$ cat src/rtl/lcd_pkg.sv
// rtl/lcd_pkg.sv - shared types and constants for the LCD message sequencer
package lcd_pkg;

  localparam int         MSG_LEN_DEF = 16;
  localparam int         TXT_LEN     = 7;
  localparam logic [7:0] SPACE       = 8'h20;

  typedef logic [1:0] class_t;

  typedef enum logic [2:0] {
    IDLE,
    LOAD,
    SEND,
    WAIT_BUSY,
    WAIT_READY,
    DONE
  } state_e;

  // Stored text, left-aligned; characters beyond TXT_LEN read as SPACE.
  localparam logic [0:TXT_LEN-1][7:0] TXT_SILENCE = "SILENCE";
  localparam logic [0:TXT_LEN-1][7:0] TXT_UNKNOWN = "UNKNOWN";
  localparam logic [0:TXT_LEN-1][7:0] TXT_YES     = "YES    ";
  localparam logic [0:TXT_LEN-1][7:0] TXT_NO      = "NO     ";

endpackage

$ cat src/rtl/lcd_msg_rom.sv
// rtl/lcd_msg_rom.sv - per-class message table with a registered character output
module lcd_msg_rom import lcd_pkg::*; #(
  parameter  int MSG_LEN     = MSG_LEN_DEF,
  parameter  int NUM_CLASSES = 4,
  localparam int IW          = $clog2(MSG_LEN)
) (
  input  logic          clk,
  input  logic          rstb,
  input  logic          rd_en_i,
  input  class_t        class_i,
  input  logic [IW-1:0] idx_i,
  output logic [7:0]    char_o
);

  logic [0:TXT_LEN-1][7:0] txt;
  logic [7:0]              char_d;
  logic [7:0]              char_q;

  always_comb begin
    txt    = TXT_UNKNOWN;
    char_d = SPACE;
    if (int'(class_i) < NUM_CLASSES) begin
      unique case (class_i)
        2'd0:    txt = TXT_SILENCE;
        2'd2:    txt = TXT_YES;
        2'd3:    txt = TXT_NO;
        default: txt = TXT_UNKNOWN;
      endcase
    end
    if (int'(idx_i) < TXT_LEN) begin
      char_d = txt[idx_i[2:0]];
    end
  end

  // Only reloaded in LOAD, so the character stays put through SEND and the wait states.
  always_ff @(posedge clk or negedge rstb) begin
    if (!rstb) begin
      char_q <= SPACE;
    end else if (rd_en_i) begin
      char_q <= char_d;
    end
  end

  assign char_o = char_q;

endmodule

$ cat src/rtl/lcd_msg_sequencer.sv
// rtl/lcd_msg_sequencer.sv - streams a class message to an LCD driver one character per handshake
module lcd_msg_sequencer import lcd_pkg::*; #(
  parameter int MSG_LEN     = MSG_LEN_DEF,
  parameter int NUM_CLASSES = 4
) (
  input  logic       clk,
  input  logic       rstb,
  input  class_t     class_id,
  input  logic       class_valid,
  input  logic       char_ready,
  output logic [7:0] char_out,
  output logic       char_valid,
  output logic       seq_busy,
  output logic       msg_done
);

  localparam int            IW       = $clog2(MSG_LEN);
  localparam logic [IW-1:0] LAST_IDX = IW'(MSG_LEN - 1);

  state_e        state_q, state_d;
  logic [IW-1:0] idx_q, idx_d;
  class_t        cur_q, cur_d;
  class_t        last_q, last_d;
  class_t        pend_q, pend_d;
  logic          last_vld_q, last_vld_d;
  logic          pend_vld_q, pend_vld_d;
  logic          char_valid_q, seq_busy_q, msg_done_q;

  always_comb begin
    state_d    = state_q;
    idx_d      = idx_q;
    cur_d      = cur_q;
    last_d     = last_q;
    last_vld_d = last_vld_q;
    pend_d     = pend_q;
    pend_vld_d = pend_vld_q;
    unique case (state_q)
      IDLE: begin
        if (class_valid && !(last_vld_q && class_id == last_q)) begin
          state_d = LOAD;
          cur_d   = class_id;
          idx_d   = '0;
        end
      end
      LOAD:      state_d = SEND;
      SEND:      if (char_ready) state_d = WAIT_BUSY;
      WAIT_BUSY: if (!char_ready) state_d = WAIT_READY;
      WAIT_READY: begin
        if (char_ready) begin
          if (idx_q == LAST_IDX) begin
            state_d = DONE;
          end else begin
            state_d = LOAD;
            idx_d   = idx_q + 1'b1;
          end
        end
      end
      DONE: begin
        last_d     = cur_q;
        last_vld_d = 1'b1;
        pend_vld_d = 1'b0;
        idx_d      = '0;
        // A strobe landing in DONE is newer than anything pending, so it wins.
        if (class_valid) begin
          state_d = LOAD;
          cur_d   = class_id;
        end else if (pend_vld_q) begin
          state_d = LOAD;
          cur_d   = pend_q;
        end else begin
          state_d = IDLE;
        end
      end
      default: state_d = IDLE;
    endcase
    if (class_valid && state_q != IDLE && state_q != DONE) begin
      pend_d     = class_id;
      pend_vld_d = 1'b1;
    end
  end

  always_ff @(posedge clk or negedge rstb) begin
    if (!rstb) begin
      state_q      <= IDLE;
      idx_q        <= '0;
      cur_q        <= '0;
      last_q       <= '0;
      last_vld_q   <= 1'b0;
      pend_q       <= '0;
      pend_vld_q   <= 1'b0;
      char_valid_q <= 1'b0;
      seq_busy_q   <= 1'b0;
      msg_done_q   <= 1'b0;
    end else begin
      state_q      <= state_d;
      idx_q        <= idx_d;
      cur_q        <= cur_d;
      last_q       <= last_d;
      last_vld_q   <= last_vld_d;
      pend_q       <= pend_d;
      pend_vld_q   <= pend_vld_d;
      char_valid_q <= (state_d == SEND);
      seq_busy_q   <= (state_d != IDLE);
      msg_done_q   <= (state_d == DONE);
    end
  end

  lcd_msg_rom #(
    .MSG_LEN    (MSG_LEN),
    .NUM_CLASSES(NUM_CLASSES)
  ) u_rom (
    .clk    (clk),
    .rstb   (rstb),
    .rd_en_i(state_q == LOAD),
    .class_i(cur_q),
    .idx_i  (idx_q),
    .char_o (char_out)
  );

  assign char_valid = char_valid_q;
  assign seq_busy   = seq_busy_q;
  assign msg_done   = msg_done_q;

endmodule

$ cat config.mk
export PLATFORM = sky130hd
export DESIGN_NAME = lcd_msg_sequencer
export DESIGN_NICKNAME = d
export VERILOG_FILES = /design/src/rtl/lcd_pkg.sv /design/src/rtl/lcd_msg_rom.sv /design/src/rtl/lcd_msg_sequencer.sv
export SDC_FILE = /design/constraint.sdc
export NUM_CORES = 1
export LEC_CHECK = 0
export CORE_MARGIN = 2
export CORE_UTILIZATION = 37
export CTS_BUF_LIST = sky130_fd_sc_hd__clkbuf_2 sky130_fd_sc_hd__clkbuf_4 sky130_fd_sc_hd__clkbuf_8
export DETAILED_ROUTE_END_ITERATION = 8
export GPL_ROUTABILITY_DRIVEN = 0
export GPL_TIMING_DRIVEN = 0
export PLACE_DENSITY_LB_ADDON = 0.15
export SYNTH_ARGS = -nofsm -noshare
export SYNTH_HDL_FRONTEND = slang
export SYNTH_SLANG_ARGS = --single-unit
$ cat constraint.sdc
create_clock -name clk -period 1.5 [get_ports clk]
set_input_delay 0.375 -clock clk [delete_from_list [all_inputs] [get_ports clk]]
set_output_delay 0.375 -clock clk [all_outputs]
set_load 0.01 [all_outputs]
==> flow_metrics.py, run 1 <==
metrics = {
    "status": {
        "status": "finished, violations left",
        "violations": "setup timing",
    },
    "critical_path": {
        "crit_family": "simple AND/OR/NAND/NOR gates",
        "path_cells": "ha_4 -> nor2_1 -> a22oi_2 -> nor3_1 -> o41ai_2",
        "r2r_cells": 5,
        "rrSetupSlack_ps": -110,
        "critPathBufInv": 0,
        "r2r_start": "cur_q[0]",
        "worst-setup-path-type": "register to register",
        "critPathSlowestCell": "dfrtp_2",
        "slowest_delay_ps": 480,
        "setup.worst_path.end": "u_rom.char_o[2]",
        "cp-start-kind": "register",
        "reg2reg_to": "u_rom.char_o[2]",
        "critPathLaunch": "cur_q[0]",
        "setup.worst_path.end_class": "register",
        "cp_num_cells": 5,
        "critPathArrivalTime_ps": 1770,
        "worstPathRequired_ps": 1660,
        "crit_fanout": 5,
    },
    "clock_network": {
        "clockRootBuffer": "clkbuf_8",
        "cts_sinks": 25,
        "clk_pin_slew_ps": 90,
        "cts_tree": "done",
        "htree_levels": 1,
        "cts.path.max_buffers": 2,
        "ctsHoldBuffers": 0,
        "clock_latency_ps": 270,
        "cts_buffers": 3,
    },
    "sta": {
        "worstMarginPinSlew_ps": 1131,
        "fin_crit_sh_pct": 107.2,
        "period_needed_ps": 1607,
        "setup_viol": 5,
        "hold_viol_final": 0,
        "drv_slew": 0,
        "relSlewSlack_pct": 24.57,
        "fmax_mhz": 622.1,
        "timing.final.ws_setup_ps": -107.4,
        "finalClockSkew_ps": 9.600,
        "grt_setup_unrepaired": "true",
    },
    "floorplanning": {
        "die_w_um": 70.10,
        "die_y_um": 70.10,
        "initial_utilization_pct": 37.65,
        "design.die.area_mm2": 0.004914,
        "core-area_mm2": 0.004294,
        "io_pins": 17,
        "row_count": 24,
    },
    "logic_synthesis": {
        "yosysWarnings": 0,
        "syn_inst": 169,
        "synthArstFlopShare_pct": 100.0,
        "ys_ff_latch": 25,
        "ys_types": 53,
        "syn_area_per_cell_um2": 9.565,
        "synth_ff_type": "dfrtp_1",
        "ys_seq_area_share_pct": 38.78,
        "syn-num-nets": 183,
        "netlist_area_mm2": 0.001617,
        "synth-edff-count": 0,
    },
    "power_and_ir_drop": {
        "p_sw_mw": 1.915,
        "combinationalPowerShare_pct": 64.8,
        "power_density_mw_per_mm2": 1998,
        "ir_drop_mv": 0.8567,
        "sw_frac_of_total_pct": 42.29,
        "finalPower_mw": 4.528,
        "p_clk_share_pct": 9.5,
        "p_seq_share_pct": 25.8,
        "intPower_mw": 2.613,
        "power_leakage_nw": 0.9992,
    },
    "min_path": {
        "hold_path_class": "input pin to asynchronous set/reset pin",
    },
    "global_routing": {
        "busiest_layer": "met2",
        "met2_usage_pct": 29.63,
        "grt_util_met1_pct": 19.96,
        "use_met3_pct": 3.175,
        "grt_max_degree": 26,
        "antenna_found_initial": 0,
        "grt.overflow.total": 0,
        "grt_pass1_wl_mm": 6.665,
        "grt_pass1_vias": 1491,
        "grtUsageTotal_pct": 16.82,
    },
    "routing": {
        "drc_errors": 0,
        "antenna_left": 0,
        "via_per_inst": 5.553,
        "firstDrtPassIters": 4,
        "dr_total_vias": 1427,
        "wirelength_mm": 4.166,
        "wl_per_cell_um": 16.21,
        "drt_iter0_drc": 101,
    },
    "layout": {
        "nNetsFinal": 220,
        "area_delta_synth_final_pct": 40.17,
        "drive_gt1_share_pct": 36.59,
        "fillCellCount": 387,
        "diodes": 0,
    },
    "place": {
        "post-place-ws_ps": -436.4,
        "port_buffers": 15,
        "dpl.hpwl_mm": 2.615,
    },
    "flow_run": {
        "cap_violations": 0,
    },
}
## cell usage after synthesis, types with 2 or more instances
cell	n	share of area, %
or3_1	2	0.77
a211oi_1	2	0.93
nor2_1	8	1.9
mux2i_1	5	3.1
ha_1	8	6.2
o22a_1	2	1.1
a221oi_1	3	1.6
inv_1	8	1.9
a22o_1	2	1.1
o21ai_0	11	3.4
mux2_2	2	1.4
nand3_1	4	1.2
a21oi_1	12	3.7
nand2b_1	3	1.2
o31ai_1	3	1.4
nor2b_1	4	1.5
nor3b_1	2	0.93
dfrtp_1	24	37
a21o_1	2	0.93
xor2_1	4	2.2
buf_6	3	2.1
o211ai_1	3	1.4
buf_2	3	0.93
nand2_1	17	3.9
buf_4	3	1.4
nor3_1	2	0.62
## power groups by stage
stage	sequential, mW	combinational, mW	clock (mW)
6_report	1.17	2.93	0.429
4_1_cts	1.15	2.40	0.443
3_3_place_gp	1.16	2.01	0
2_1_floorplan	1.19	1.39	0
5_1_grt	1.20	3.19	0.468
3_5_place_dp	1.18	2.02	0
## layout by cell type (no fill, tap or decap), drive strengths merged, types with 2 or more instances in the layout
cell / Yosys / routed
dfrtp: 24 / 24
a21oi: 12 / 12
ha: 8 / 8
dlygate4sd2: 0 / 15
nand2: 17 / 17
mux2i: 5 / 5
inv: 9 / 9
nor3: 2 / 2
nand3: 4 / 4
o31ai: 3 / 3
clkbuf: 1 / 6
xor2: 4 / 4
a21o: 2 / 2
or3: 2 / 2
buf: 10 / 26
a221oi: 3 / 3
o211ai: 3 / 3
nor3b: 2 / 2
o21ai: 12 / 12
o21a: 2 / 2
nand2b: 3 / 3
nor2: 8 / 8
mux2: 3 / 3
a22o: 2 / 2
nor2b: 4 / 4
o22a: 2 / 2
a211oi: 2 / 2
## state kept, by name, indices dropped and copies added (netlist names), 2 cells and up
register / cells
idx_q: 4
pend_q: 2
state_q: 3
cur_q: 2
u_rom.char_o: 7
last_q: 2
## logic make-up after synthesis
group                    Yosys count  synth area share (%)
other                              1                0.2320
adder cells (fa/ha/maj)            8                 6.192
AO/OA/AOI/OAI                     55                 24.15
multiplexers                       8                 5.418
buffers and inverters             20                 6.965
XOR/XNOR                           5                 2.709
flip-flops                        25                 38.78
AND/OR/NAND/NOR                   47                 15.56
## area by class of cell
| cell class | count | area, um2 | area share, % |
|---|---|---|---|
| Clock buffer | 4 | 48.80 | 2.154 |
| Inverter | 9 | 36.28 | 1.601 |
| Multi-Input combinational cell | 124 | 1116 | 49.25 |
| Timing Repair Buffer | 33 | 281.5 | 12.42 |
| Buffer | 10 | 88.84 | 3.920 |
| Tap cell | 52 | 65.06 | 2.871 |
| Sequential cell | 25 | 629.4 | 27.77 |
## worst min path at each step
stage	from	to	slack (ps)	cells past startpoint
final	rstb	u_rom.char_o[2]	430	1
after CTS	last_vld_q	last_vld_q	470	2
after global placement	last_vld_q	last_vld_q	430	2
after detailed placement	last_vld_q	last_vld_q	430	2
after floorplan	rstb	char_valid	80	0
after global routing	u_rom.char_o[5]	u_rom.char_o[5]	490	2
## what timing repair did
action	4_1_cts	5_1_grt
gates resized for setup	41	40
endpoints found under the setup margin	50	18
setup buffers	14	4
pin swaps	10	19
## worst reg2reg max path, cell delays in order (launching register included)
cell	delay, ps
dfrtp_2	480
ha_4	210
nor2_1	300
a22oi_2	100
nor3_1	300
o41ai_2	120
## through the flow
stage	cell area [um2]	TNS, ps	hold WS [ps]	util [%]	std cells
6_report	2266	-179.0	431.7	52.77	257
5_1_grt	2266	-657.0	493.7	52.77	257
4_1_cts	2079	-163.7	465.1	48.43	254
3_5_place_dp	1834	-12540	434.7	42.72	236
3_3_place_gp	1834	-10580	430.2	42.72	236
2_1_floorplan	1619	-8.202	79.41	-	169
## metal layers
layer,vias to the layer above,wire length [um]
met2,30,2090
met3,13,119
met5,-,0
met1,709,1844
met4,0,112
li1,675,-
Power figures use the tool's default switching activity.
==> run 2: changes to the inputs <==
--- a/config.mk
+++ b/config.mk
@@ -8,6 +8,7 @@
 export CORE_MARGIN = 2
 export CORE_UTILIZATION = 37
 export CTS_BUF_LIST = sky130_fd_sc_hd__clkbuf_2 sky130_fd_sc_hd__clkbuf_4 sky130_fd_sc_hd__clkbuf_8
+export CTS_CLUSTER_SIZE = 14
 export DETAILED_ROUTE_END_ITERATION = 8
 export GPL_ROUTABILITY_DRIVEN = 0
 export GPL_TIMING_DRIVEN = 0
==> results of run 2 <==
Final layout, timing and power as in run 1 (identical DEF).
